==> config.mk <==
export PLATFORM = sky130hd
export DESIGN_NAME = vector_exec_sequencer
export DESIGN_NICKNAME = d
export VERILOG_FILES = /design/src/rtl/vseq_pkg.sv /design/src/rtl/vseq_flag_accum.sv /design/src/rtl/vector_exec_sequencer.sv
export SDC_FILE = /design/constraint.sdc
export NUM_CORES = 1
export LEC_CHECK = 0
export CORE_AREA = 2 2 261 263
export DETAILED_ROUTE_END_ITERATION = 12
export DIE_AREA = 0 0 263 265
export PLACE_DENSITY = 0.76
export SYNTH_ARGS = -nofsm -noshare
export SYNTH_HDL_FRONTEND = slang
export SYNTH_SLANG_ARGS = --single-unit
==> constraint.sdc <==
create_clock -name clk -period 2.6 [get_ports clk]
set_clock_uncertainty 0.15 [all_clocks]
set_input_delay 0.39 -clock clk [delete_from_list [all_inputs] [get_ports clk]]
set_output_delay 0.39 -clock clk [all_outputs]
set_load 0.03 [all_outputs]
==> src/rtl/vseq_pkg.sv <==
// vseq_pkg: sequencer state encoding and the ALU op codes shared by the
// vector execution sequencer and anything that drives it.
package vseq_pkg;

    typedef enum logic [1:0] {
        IDLE,
        RUN,
        DONE
    } vseq_state_t;

    localparam logic [2:0] ADD = 3'b000;
    localparam logic [2:0] SUB = 3'b001;

endpackage

==> src/rtl/vseq_flag_accum.sv <==
// vseq_flag_accum: produces the vector N/Z/V/C flags from the per-element ALU flags.
// Build macro VSEQ_FLAG_ACCUM_EN: flags cover every element; otherwise only the last element.
module vseq_flag_accum (
    input  logic clk,
    input  logic rst_n,
    input  logic clear,
    input  logic update,
    input  logic last,
    input  logic alu_n,
    input  logic alu_z,
    input  logic alu_v,
    input  logic alu_c,
    output logic n,
    output logic z,
    output logic v,
    output logic c
);

`ifdef VSEQ_FLAG_ACCUM_EN
    logic acc_n, acc_z, acc_v, acc_c;
    logic nxt_n, nxt_z, nxt_v, nxt_c;

    always_comb begin
        nxt_n = acc_n | alu_n;
        nxt_z = acc_z & alu_z;
        nxt_v = acc_v | alu_v;
        nxt_c = acc_c | alu_c;
    end

    // Outputs only move when the last element lands, so a flushed op leaves them alone.
    always_ff @(posedge clk or negedge rst_n) begin
        if (!rst_n) begin
            acc_n <= 1'b0;
            acc_z <= 1'b1;
            acc_v <= 1'b0;
            acc_c <= 1'b0;
            n     <= 1'b0;
            z     <= 1'b0;
            v     <= 1'b0;
            c     <= 1'b0;
        end else if (clear) begin
            acc_n <= 1'b0;
            acc_z <= 1'b1;
            acc_v <= 1'b0;
            acc_c <= 1'b0;
        end else if (update) begin
            acc_n <= nxt_n;
            acc_z <= nxt_z;
            acc_v <= nxt_v;
            acc_c <= nxt_c;
            if (last) begin
                n <= nxt_n;
                z <= nxt_z;
                v <= nxt_v;
                c <= nxt_c;
            end
        end
    end
`else
    logic unused_clear;
    assign unused_clear = clear;

    always_ff @(posedge clk or negedge rst_n) begin
        if (!rst_n) begin
            n <= 1'b0;
            z <= 1'b0;
            v <= 1'b0;
            c <= 1'b0;
        end else if (update && last) begin
            n <= alu_n;
            z <= alu_z;
            v <= alu_v;
            c <= alu_c;
        end
    end
`endif

endmodule

==> src/rtl/vector_exec_sequencer.sv <==
// vector_exec_sequencer: walks one shared scalar ALU across VECTOR_WIDTH element pairs,
// one element per cycle, and assembles the vector result (flags via VSEQ_FLAG_ACCUM_EN option).
module vector_exec_sequencer
    import vseq_pkg::*;
#(
    parameter int WIDTH        = 24,
    parameter int VECTOR_WIDTH = 8
) (
    input  logic                               clk,
    input  logic                               rst_n,
    input  logic                               start_valid,
    output logic                               start_ready,
    input  logic [2:0]                         op,
    input  logic [VECTOR_WIDTH-1:0][WIDTH-1:0] A,
    input  logic [VECTOR_WIDTH-1:0][WIDTH-1:0] B,
    input  logic                               flush,
    output logic [WIDTH-1:0]                   alu_a,
    output logic [WIDTH-1:0]                   alu_b,
    output logic [2:0]                         alu_ctrl,
    output logic                               alu_req,
    input  logic [WIDTH-1:0]                   alu_result,
    input  logic                               alu_n,
    input  logic                               alu_z,
    input  logic                               alu_v,
    input  logic                               alu_c,
    output logic [VECTOR_WIDTH-1:0][WIDTH-1:0] result,
    output logic                               N,
    output logic                               Z,
    output logic                               V,
    output logic                               C,
    output logic                               busy,
    output logic                               done
);

    localparam int              IDXW     = $clog2(VECTOR_WIDTH);
    localparam logic [IDXW-1:0] LAST_IDX = IDXW'(VECTOR_WIDTH - 1);

    vseq_state_t                        state_q, state_d;
    logic [IDXW-1:0]                    idx_q;
    logic [VECTOR_WIDTH-1:0][WIDTH-1:0] a_q, b_q;
    logic [2:0]                         op_q;
    logic                               accept, capture, idx_last;

    assign idx_last = (idx_q == LAST_IDX);

    // A flush during RUN wins over capturing the current element.
    always_comb begin
        state_d     = state_q;
        start_ready = 1'b0;
        busy        = 1'b0;
        done        = 1'b0;
        alu_req     = 1'b0;
        alu_a       = '0;
        alu_b       = '0;
        alu_ctrl    = '0;
        accept      = 1'b0;
        capture     = 1'b0;
        case (state_q)
            IDLE: begin
                start_ready = !flush;
                accept      = start_valid && !flush;
                if (accept) state_d = RUN;
            end
            RUN: begin
                busy     = 1'b1;
                alu_req  = 1'b1;
                alu_a    = a_q[idx_q];
                alu_b    = b_q[idx_q];
                alu_ctrl = op_q;
                if (flush) begin
                    state_d = IDLE;
                end else begin
                    capture = 1'b1;
                    if (idx_last) state_d = DONE;
                end
            end
            DONE: begin
                busy    = 1'b1;
                done    = 1'b1;
                state_d = IDLE;
            end
            default: state_d = IDLE;
        endcase
    end

    always_ff @(posedge clk or negedge rst_n) begin
        if (!rst_n) begin
            state_q <= IDLE;
            idx_q   <= '0;
            a_q     <= '0;
            b_q     <= '0;
            op_q    <= '0;
            result  <= '0;
        end else begin
            state_q <= state_d;
            if (accept) begin
                a_q   <= A;
                b_q   <= B;
                op_q  <= op;
                idx_q <= '0;
            end else if (capture) begin
                result[idx_q] <= alu_result;
                idx_q         <= idx_last ? '0 : idx_q + IDXW'(1);
            end
        end
    end

    vseq_flag_accum u_flag_accum (
        .clk    (clk),
        .rst_n  (rst_n),
        .clear  (accept),
        .update (capture),
        .last   (idx_last),
        .alu_n  (alu_n),
        .alu_z  (alu_z),
        .alu_v  (alu_v),
        .alu_c  (alu_c),
        .n      (N),
        .z      (Z),
        .v      (V),
        .c      (C)
    );

endmodule

# == Yosys cells after proc, flatten, opt, wreduce, memory -nomap -nowiden ==
# Cells that the tools add are included.
# word_totals
reg_bits,588
out_inout_bits,251
elab_cells,73
# classes
order_cmp,2
n_mux,24
n_reduce_logical,9
eq_ne,5
bitwise,1
n_addsub,1
# ops
operator,count
$bwmux W192,1
$bmux W24 S3,2
$mux W24,5
$demux W24 S3,1
$mux W3,4
$mux W1,7
$mux W2,3
$lt A3 B4 Y1 const B,1
$pmux W2 S2,1
$reduce_and A2 Y1,2
$add A3 B1 Y3 const B,1
$eq A3 B3 Y1 const B,1
$ge A3 B1 Y1 const B,1
$logic_and A1 B1 Y1,3
$ne A3 B3 Y1 const B,1
$eq A2 B1 Y1 const B,1
$eq A2 B2 Y1 const B,1
$logic_not A2 Y1,1
$ne A2 B2 Y1 const B,1
$reduce_bool A2 Y1,1
$reduce_or A2 Y1,1
$logic_not A1 Y1,1
$not A1 Y1,1

# == Logic depth before layout (Yosys ltp) ==
# depth
depth_word,5
ltp_mapped,9
depth_no_buf,5

# == By module ==
# Synthesis repeated with hierarchy kept, for this count alone.
# hier_totals
cells_unflattened,1819
area_unflattened_um2,25758.5
# modules_own_cells
module,area_per_inst_um2,n_inst,seq_area_each_um2,cells_each
vector_exec_sequencer,25592.0,1,14614.0,1810
vseq_flag_accum,166.4,1,100.1,9

# == Worst setup path after synthesis ==
# Ideal clock, no wire load.
# synth_timing
path_kind,reg2out
startpoint,register state_q[1]
endpoint,output alu_a[0]
stages_incl_launch_ff,7
t_required_ns,2.060
path_slack_ns,-0.106
t_arrival_ns,2.166
path_cell_list,dfrtp_1 > inv_1 > ha_1 > buf_2 > inv_1 > clkbuf_1 > o32ai_1
# synth_between
elab_chain_len,2
# synth_rtl
element,line,rtl
"start, declared",vector_exec_sequencer.sv:38,"vseq_state_t state_q, state_d;"
"start signal, assigned",vector_exec_sequencer.sv:95,state_q <= state_d;
$eq A2 B1 Y1,vector_exec_sequencer.sv:58,case (state_q)
$mux W24,vector_exec_sequencer.sv:58,
"end, declared",vector_exec_sequencer.sv:17,"output logic [WIDTH-1:0] alu_a,"
# No other way between the ends.

# == Worst setup path in the final report ==
# layout_timing
startpoint,register idx_q[0]
endpoint,output alu_a[1]
# layout_between
elab_chain_len,3
# layout_rtl
element,line,rtl
"start, declared",vector_exec_sequencer.sv:39,logic [IDXW-1:0] idx_q;
"start signal, assigned",vector_exec_sequencer.sv:103,idx_q <= idx_last ? '0 : idx_q + IDXW'(1);
$bmux W24 S3,vector_exec_sequencer.sv:67,alu_a = a_q[idx_q];
$mux W24 (implied by the code),vector_exec_sequencer.sv:67,
$mux W24,vector_exec_sequencer.sv:58,
# No other way between the ends. The select of a mux whose other input is x is not followed.

==> metrics.txt <==
Slew HR 0.584; Setup WS pre-CTS -8.02 ps; delay of the slowest critical-path stage 570 ps; Vias/cell 5.55; FILL cells 5174; top-area cell type share of the netlist area 0.573; Worst-Margin Slew 625 ps; Hold WC Path Type input pin to asynchronous set/reset pin; Mapped Area 25700 um^2; DR iter-0 viols 1398; max_cap viols 0; asr flop ratio synth 1.00; post-synthesis net count 2213; Critical Path AT 2520 ps; synth cell count leaders 588 x dfrtp_1, 576 x mux2_2, 93 x a221oi_1; full die area 69700 um^2; Clock Path Buffers 3; GRT overflow 0; Cell variety after synth 43; outcome complete, but fails checks; final wirelength 93600 um; Buf+Inv Stages, Crit Path 4; DRC viols 0; # port buffers 669; Crit path max-delay family buffers and inverters; final hold vios 0; unrepaired setup endpoints after global routing true; synthesis-stage register bit count 588; total CTS buffers 66; crit start category flop; PnR Total Power 49300 uW; Vias 19300; nets 2977; CP dominant cell by count buf_12; YS warnings 0; Post-synth top flop dfrtp_1; worst setup margin -465 ps; setup tns final -18410 ps; drt first pass iters 6; Site Rows 95; Die Y 265 um; crit-path max FO 8; WL/cell 26.9 um; Worst R2R Setup Slack 60 ps; clk root buf clkbuf_16; share of layout cells above drive strength 1 0.419; hold_ws 229 ps; P_leak 0.0161 uW; Final Cell Area 38500 um^2; cell taking the most area after synthesis dfrtp_1; Worst Path Class, Setup flop to output pin; synth top area cells dfrtp_1 57%, mux2_2 25%, a221oi_1 3.2%; sequential fraction of the synthesis area 0.573; initial antenna violation count 23; slowest CP cell dfrtp_4; placed instance area 34100 um^2; largest net degree at the start of global routing 66; Sink Count 588; IO Count 670; CTS tree done; Syn Inst Count 1788; Synth Area per Inst 14.4 um^2; Overall Global Routing Usage 0.259; VDD IR max 0.843 mV; most numerous cell in the Yosys netlist dfrtp_1; core footprint 66800 um^2; hpwl dp 62600 um; Worst Setup End Kind output pin; ratio of final minimum period to clock period 1.18; number of global-route vias before repair 20700; fin crit period 3060 ps; Final ANT Viol Nets 0; first-pass GRT wire length 135000 um; area grow syn2layout 49.9%; failing checks setup timing; Pwr per Cell Area 1280 nW/um^2; crit path cell chain buf_12, nor3b_4, buf_6, buf_12, a221oi_2, o32ai_2, buf_4; WP data required 2060 ps; Reg clk slew, reported paths 70 ps; number of flops mapped to enable cells by yosys 0; RePlAce Congestion 0.886; Fmax 326 MHz; Starting Density 0.385; H-Tree Level Count 3; clock latency on the worst-skew pair 600 ps; Final Max Slew Viols 0; Finish-stage setup viols 48; die width 263 um
-- what timing repair did --
| action | in CTS | in global routing |
|---|---|---|
| endpoints found under the setup margin | 53 | 102 |
| cloned | 15 | 6 |
| buffers inserted | 40 | 16 |
| pin swaps | 49 | 46 |
| gates resized for setup | 185 | 68 |
| hold buffers | 1 | 0 |
| endpoints found under the hold margin | 41 | 0 |
-- layout by cell type (no fill, tap or decap), drive strengths merged, types with 21 or more instances in the layout --
master and n:
clkdlybuf4s50 613, dfrtp 588, mux2 585, buf 219, clkbuf 99, a221oi 93
nor2b 34, mux2i 33, o21ai 32, a21bo 31, and3b 31, o32ai 31
nand3b 22, nand3 21, or3b 21, a21oi 21
-- power breakdown --
part / switching (uW) / total (uW) / internal (uW)
clock: 3890 / 9540 / 5660
combinational: 11900 / 23800 / 11900
sequential: 2660 / 16000 / 13400
total: 18400 / 49300 / 30900
-- metrics by stage --
step,std cells,utilization
6_report,3482,0.576
5_1_grt,3482,0.576
4_1_cts,3454,0.567
3_5_place_dp,3283,0.510
3_3_place_gp,3283,0.510
2_1_floorplan,1788,-
-- cell type report --
| class | instances | area (um^2) | area share |
|---|---|---|---|
| multi-input combinational | 1048 | 11300 | 0.292 |
| sequential | 588 | 14700 | 0.382 |
| antenna | 10 | 25.0 | 0.000650 |
| timing repair buffer | 844 | 9160 | 0.238 |
| clock buffer | 93 | 1950 | 0.0505 |
| tap | 873 | 1090 | 0.0284 |
| clock inverter | 22 | 282 | 0.00731 |
| inverter | 4 | 17.5 | 0.000455 |
-- registers in the layout, summed over array words and instances (netlist names) --
signal	cells
a_q	192
b_q	192
idx_q	3
op_q	3
result	192
state_q	2
u_flag_accum.c	1
u_flag_accum.n	1
u_flag_accum.v	1
u_flag_accum.z	1
-- worst register-to-register path, delay by kind of cell, from the launching register on --
kind                   cells  cell delay (ps)
buffers and inverters      6              870
and+or+nand+nor            2              410
muxes                      1              380
DFF                        1              580
-- per-layer routing --
layer | vias to the layer above | wire [um] | track usage
met2 | 850 | 46400 | 0.442
met5 | - | 163 | 0
met3 | 236 | 6900 | 0.0680
met4 | 24 | 3720 | 0.113
li1 | 8239 | - | -
met1 | 9970 | 36400 | 0.309
-- final timing paths --
path                          start    endpoint  cells after the start
max                        idx_q[0]    alu_a[1]                      7
min                           rst_n     a_q[68]                      2
max reg2reg                idx_q[1]  result[34]                      9
min reg2reg                 a_q[24]     a_q[24]                      1
max in group asynchronous     rst_n    a_q[101]                      3
min in group clk             B[134]    b_q[134]                      2
-- cells by family after synthesis --
kind of cell,after synthesis,synth area share
AO/OA/AOI/OAI,261,0.0803
adder cells (fa/ha/maj),6,0.00292
buffers and inverters,152,0.0282
flip-flops,588,0.573
multiplexers,618,0.269
AND/OR/NAND/NOR,163,0.0464
Note: power is estimated with default switching activity, not from simulation.
